File: src/rtl/multicycle_controller.sv
// multicycle_controller: multi-cycle MIPS control FSM with a memory handshake and an iterative-multiply wait.
module multicycle_controller #(
    parameter int MULT_LATENCY = 4
) (
    input  logic       clk,
    input  logic       rst,
    input  logic [5:0] instOpcode,
    input  logic [5:0] instFunc,
    input  logic       zero,
    input  logic       memReady,
    output logic       pcWrite,
    output logic       pcWriteCond,
    output logic       branchNe,
    output logic       IorD,
    output logic       memRead,
    output logic       memWrite,
    output logic       irWrite,
    output logic       regWrite,
    output logic       memToReg,
    output logic       link,
    output logic       ALUSrcA,
    output logic [1:0] regDst,
    output logic [1:0] ALUSrcB,
    output logic [1:0] ALUOp,
    output logic [1:0] pcSrc,
    output logic [1:0] regWriteDataSrc,
    output logic       multStart,
    output logic       multLoad,
    output logic       illegalInst,
    output logic [3:0] state
);
    localparam int CNT_W = $clog2(MULT_LATENCY + 1);
    typedef enum logic [3:0] {
        S_FETCH = 4'd0, S_DECODE = 4'd1, S_MEMADR = 4'd2, S_MEMRD = 4'd3,
        S_MEMWB = 4'd4, S_MEMWR = 4'd5, S_REXEC = 4'd6, S_RWB = 4'd7,
        S_IEXEC = 4'd8, S_IWB = 4'd9, S_BRANCH = 4'd10, S_JUMP = 4'd11,
        S_MULT = 4'd12, S_HILOWB = 4'd13, S_LUIWB = 4'd14
    } state_t;
    localparam logic [5:0] OP_R = 6'b000000, OP_J = 6'b000010, OP_JAL = 6'b000011;
    localparam logic [5:0] OP_BEQ = 6'b000100, OP_BNE = 6'b000101, OP_ADDI = 6'b001000;
    localparam logic [5:0] OP_ANDI = 6'b001100, OP_ORI = 6'b001101, OP_LUI = 6'b001111;
    localparam logic [5:0] OP_LW = 6'b100011, OP_SW = 6'b101011;
    localparam logic [5:0] F_ADD = 6'b100000, F_SUB = 6'b100010, F_AND = 6'b100100;
    localparam logic [5:0] F_OR = 6'b100101, F_SLT = 6'b101010, F_MULT = 6'b011000;
    localparam logic [5:0] F_MFHI = 6'b010000, F_MFLO = 6'b010010, F_JR = 6'b001000;

    state_t           r_state;
    logic [CNT_W-1:0] r_cnt;
    state_t           w_target;
    logic             w_legal;
    logic             w_jal;
    logic             w_unused;

    assign w_unused = zero;
    assign w_jal    = (instOpcode == OP_JAL);
    assign state    = rst ? 4'd0 : r_state;

    always_comb begin
        w_target = S_FETCH;
        w_legal  = 1'b1;
        case (instOpcode)
            OP_R: case (instFunc)
                F_ADD, F_SUB, F_AND, F_OR, F_SLT: w_target = S_REXEC;
                F_MULT:                           w_target = S_MULT;
                F_MFHI, F_MFLO:                   w_target = S_HILOWB;
                F_JR:                             w_target = S_JUMP;
                default:                          w_legal  = 1'b0;
            endcase
            OP_LW, OP_SW:            w_target = S_MEMADR;
            OP_ADDI, OP_ANDI, OP_ORI: w_target = S_IEXEC;
            OP_BEQ, OP_BNE:          w_target = S_BRANCH;
            OP_J, OP_JAL:            w_target = S_JUMP;
            OP_LUI:                  w_target = S_LUIWB;
            default:                 w_legal  = 1'b0;
        endcase
    end

    always_ff @(posedge clk) begin
        if (rst) begin
            r_state <= S_FETCH;
            r_cnt   <= '0;
        end else begin
            case (r_state)
                S_FETCH:  r_state <= memReady ? S_DECODE : S_FETCH;
                S_DECODE: begin
                    r_state <= w_target;
                    if (w_target == S_MULT) r_cnt <= CNT_W'(MULT_LATENCY - 1);
                end
                S_MEMADR: r_state <= (instOpcode == OP_SW) ? S_MEMWR : S_MEMRD;
                S_MEMRD:  r_state <= memReady ? S_MEMWB : S_MEMRD;
                S_MEMWR:  r_state <= memReady ? S_FETCH : S_MEMWR;
                S_REXEC:  r_state <= S_RWB;
                S_IEXEC:  r_state <= S_IWB;
                S_MULT: begin
                    r_state <= (r_cnt == '0) ? S_FETCH : S_MULT;
                    r_cnt   <= (r_cnt == '0) ? r_cnt : r_cnt - 1'b1;
                end
                default:  r_state <= S_FETCH;
            endcase
        end
    end

    // Only irWrite/pcWrite in FETCH look at memReady; everything else is a pure function of state.
    always_comb begin
        pcWrite = 1'b0; pcWriteCond = 1'b0; branchNe = 1'b0; IorD = 1'b0;
        memRead = 1'b0; memWrite = 1'b0; irWrite = 1'b0; regWrite = 1'b0;
        memToReg = 1'b0; link = 1'b0; ALUSrcA = 1'b0; regDst = 2'b00;
        ALUSrcB = 2'b00; ALUOp = 2'b00; pcSrc = 2'b00; regWriteDataSrc = 2'b00;
        multStart = 1'b0; multLoad = 1'b0; illegalInst = 1'b0;
        if (!rst) begin
            case (r_state)
                S_FETCH: begin
                    memRead = 1'b1; ALUSrcB = 2'b01;
                    irWrite = memReady; pcWrite = memReady;
                end
                S_DECODE: begin
                    ALUSrcB = 2'b11; illegalInst = ~w_legal;
                end
                S_MEMADR: begin
                    ALUSrcA = 1'b1; ALUSrcB = 2'b10;
                end
                S_MEMRD:  begin IorD = 1'b1; memRead = 1'b1; end
                S_MEMWB:  begin regWrite = 1'b1; memToReg = 1'b1; end
                S_MEMWR:  begin IorD = 1'b1; memWrite = 1'b1; end
                S_REXEC:  begin ALUSrcA = 1'b1; ALUOp = 2'b10; end
                S_RWB:    begin regWrite = 1'b1; regDst = 2'b01; end
                S_IEXEC: begin
                    ALUSrcA = 1'b1; ALUSrcB = 2'b10; ALUOp = 2'b11;
                end
                S_IWB:    regWrite = 1'b1;
                S_BRANCH: begin
                    ALUSrcA = 1'b1; ALUOp = 2'b01; pcWriteCond = 1'b1; pcSrc = 2'b01;
                    branchNe = (instOpcode == OP_BNE);
                end
                S_JUMP: begin
                    pcWrite  = 1'b1;
                    pcSrc    = (instOpcode == OP_R) ? 2'b11 : 2'b10;
                    regWrite = w_jal; link = w_jal;
                    regDst   = w_jal ? 2'b10 : 2'b00;
                end
                S_MULT: begin
                    multStart = (r_cnt == CNT_W'(MULT_LATENCY - 1));
                    multLoad  = (r_cnt == '0);
                end
                S_HILOWB: begin
                    regWrite = 1'b1; regDst = 2'b01;
                    regWriteDataSrc = (instFunc == F_MFHI) ? 2'b10 : 2'b01;
                end
                S_LUIWB: begin
                    regWrite = 1'b1; regWriteDataSrc = 2'b11;
                end
                default: ;
            endcase
        end
    end
endmodule

File: config.mk
export PLATFORM = sky130hd
export DESIGN_NAME = multicycle_controller
export DESIGN_NICKNAME = d
export VERILOG_FILES = /design/src/rtl/multicycle_controller.sv
export SDC_FILE = /design/constraint.sdc
export NUM_CORES = 1
export LEC_CHECK = 0
export BUFFER_PORTS_ARGS = -buffer_cell sky130_fd_sc_hd__buf_4
export CELL_PAD_IN_SITES_DETAIL_PLACEMENT = 0
export CELL_PAD_IN_SITES_GLOBAL_PLACEMENT = 1
export CORE_AREA = 4 4 80 60
export CTS_CLUSTER_DIAMETER = 80
export DETAILED_ROUTE_END_ITERATION = 8
export DIE_AREA = 0 0 84 64
export PLACE_DENSITY_LB_ADDON = 0.12
export SYNTH_ARGS = -nofsm -noshare
export SYNTH_HDL_FRONTEND = slang
export SYNTH_SLANG_ARGS = --single-unit
File: constraint.sdc
create_clock -name clk -period 2.15 [get_ports clk]
set_input_delay 0.1075 -clock clk [delete_from_list [all_inputs] [get_ports clk]]
set_output_delay 0.1075 -clock clk [all_outputs]
set_load 0.01 [all_outputs]
==> results_dict.tcl <==
set metrics [dict create \
    syn_to_final_growth_pct 40.49 \
    grt_overflow_total 0 \
    skew_ps 1.256 \
    hold_viol_final 0 \
    final-setup-viol-count 0 \
    p_leak_uw 0.0007042 \
    start_kind "flip-flop" \
    drt_pass1_iterations 4 \
    p_sw_uw 144.7 \
    min_path_type "in2reg" \
    routed_wl_um 4106 \
    synth-edff-count 0 \
    die-area_mm2 0.005376 \
    antenna_found_initial 0 \
    worst_slew_pin_slew_ps 529.4 \
    layout.nets 248 \
    synth_cell_type_count 51 \
    power_density_mw_per_mm2 286.4 \
    core_mm2 0.004104 \
    synth.cell_area_mm2 0.001177 \
    vdd_drop_max_mv 0.2994 \
    cp-end-kind "flip-flop" \
    async_flop_share_pct 0 \
    synth_common_cells "nor2_1, nand2_1, a21oi_1, nor3_1" \
    layout_setup_ws_ps 276.7 \
    critPathRequiredTime_ps 2260 \
    vias 1518 \
    max_slew_margin_pct 64.26 \
    portBuffers 42 \
    internal_power_uw 329.1 \
    clk_pin_slew_ps 40 \
    cts_buffer_depth 2 \
    rsz0062_at_grt "no" \
    place_ws_ps 76.05 \
    drc_errors 0 \
    cts_hold_buf 0 \
    avgSynthCellArea_um2 6.541 \
    yosysWarnings 0 \
    final.setup.tns_ps 0 \
    numClockSinks 7 \
    die_w_um 84 \
    drive_gt1_share_pct 29.82 \
    post_drt_via_cell_ratio 5.364 \
    synth_area_leaders "dfxtp_1, nor2_1, a21oi_1, nor3_1, and3_1" \
    final-seq-area_um2 140.1 \
    clock_latency_ps 220 \
    grt_pass1_vias 1371 \
    netlist_instances 180 \
    htree_levels 1 \
    synth_largest_area_cell "dfxtp_1" \
    rows 20 \
    pin_count 44 \
    post_cts_resized 0 \
    synth.top_cell.area_share_pct 11.90 \
    synth.most_common_cell "nor2_1" \
    finalCritPeriodShare_pct 87.13 \
    drt_iter0_markers 81 \
    slew_violations 0 \
    clock_tree.root_cell "clkbuf_8" \
    start_util_pct 28.69 \
    grt_max_degree 24 \
    status "finished, final reports clean" \
    drv_cap 0 \
    clkPwrFrac_pct 38.3 \
    place_hpwl_um 3304 \
    switching_share_pct 30.54 \
    diodes 0 \
    clock.fmax_mhz 533.8 \
    cts_tree "done" \
    path_class "reg2reg" \
    grt_pass1_wl_um 6699 \
    place_congestion 0.7980 \
    nFillCells 469 \
    pwr-share-seq_pct 28.2 \
    wl_per_cell_um 14.51 \
    cts_inserted_buffers 3 \
    period_needed_ps 1873 \
    track_usage_pct 14.96 \
    fp.dieH_um 64 \
    final_antenna_net_count 0 \
    power_frac_comb_pct 33.5 \
    multi_input_area_um2 945.9 \
    crit_fanout 13 \
    postCtsSetupBuffers 0 \
    syn_nets 199 \
    yosysSeqAreaShare_pct 11.90 \
    yosys_register_bits 7 \
    arrival_ps 1980 \
    ys.flop_type "dfxtp_1" \
]
## cell usage in the layout (no fill, tap or decap), types with 3 or more instances in the layout
| cell | instances |
|---|---|
| o31ai_1 | 3 |
| xnor2_1 | 3 |
| nor2_1 | 22 |
| buf_4 | 57 |
| or3_1 | 4 |
| nor3_1 | 12 |
| ha_1 | 3 |
| nand2b_1 | 4 |
| a31oi_1 | 3 |
| dfxtp_1 | 7 |
| nor4_1 | 7 |
| and3_1 | 9 |
| inv_1 | 7 |
| and2_1 | 3 |
| o21ai_0 | 9 |
| nand3_1 | 4 |
| nor2b_1 | 4 |
| a21oi_1 | 12 |
| nor3b_1 | 3 |
| clkbuf_8 | 3 |
| nand2_1 | 13 |
## cell families after synthesis
family,after synthesis,share of synthesized area [%]
muxes,2,1.807
DFF,7,11.90
buffers and inverters,20,7.758
and+or+nand+nor,97,46.01
AOI/OAI and AO/OA,48,27.10
adders and majority gates,3,3.188
xor gates and xnor gates,3,2.232
## registers in the layout, indices dropped and copies added (netlist names)
signal	count
r_state	4
r_cnt	3
## layout make-up
class,count,share of cell area (%)
multi-input combinational,153,57.19
timing repair buffer,57,25.87
sequential,7,8.472
tap,55,4.160
clock buffer,4,2.723
inverter,7,1.588
## path summary, 6_finish.rpt
kind / startpoint / end / slack [ps] / cells past startpoint
worst max-delay path: r_state[2] / r_cnt[1] / 280 / 5
worst min-delay path: rst / r_cnt[0] / 240 / 2
worst max register to register: r_state[2] / r_cnt[1] / 280 / 5
worst min register to register: r_cnt[0] / r_cnt[0] / 570 / 2
## layer usage
layer	GRT usage, %	routed length, µm
met1	21.87	2111
met4	1.807	0
met2	23.21	1769
met5	0	0
met3	2.964	225
## through the flow
stage	util, %	instance area (µm²)	cells	power, µW	hold slack, ps
floorplan	-	1177	180	224.7	262.7
global placement	39.21	1609	279	291.0	458.8
detailed placement	39.21	1609	279	293.2	468.1
global route	40.30	1654	283	505.8	255.9
finish	40.30	1654	283	473.8	237.4
CTS	40.30	1654	283	479.4	230.0
## critical path, cell delays in order, from the launching register on
cell,delay [ps]
dfxtp_1,430
nor3_1,370
and3_1,230
a31oi_1,80
o31ai_1,300
mux2_2,360
## power by group through the flow
stage	registers (µW)	clock network [µW]	logic (µW)
floorplan	136	0	88.7
global placement	136	0	155
detailed placement	136	0	157
CTS	134	188	158
global route	134	198	174
finish	134	182	159
No activity file was read; power rests on OpenSTA's default activity.
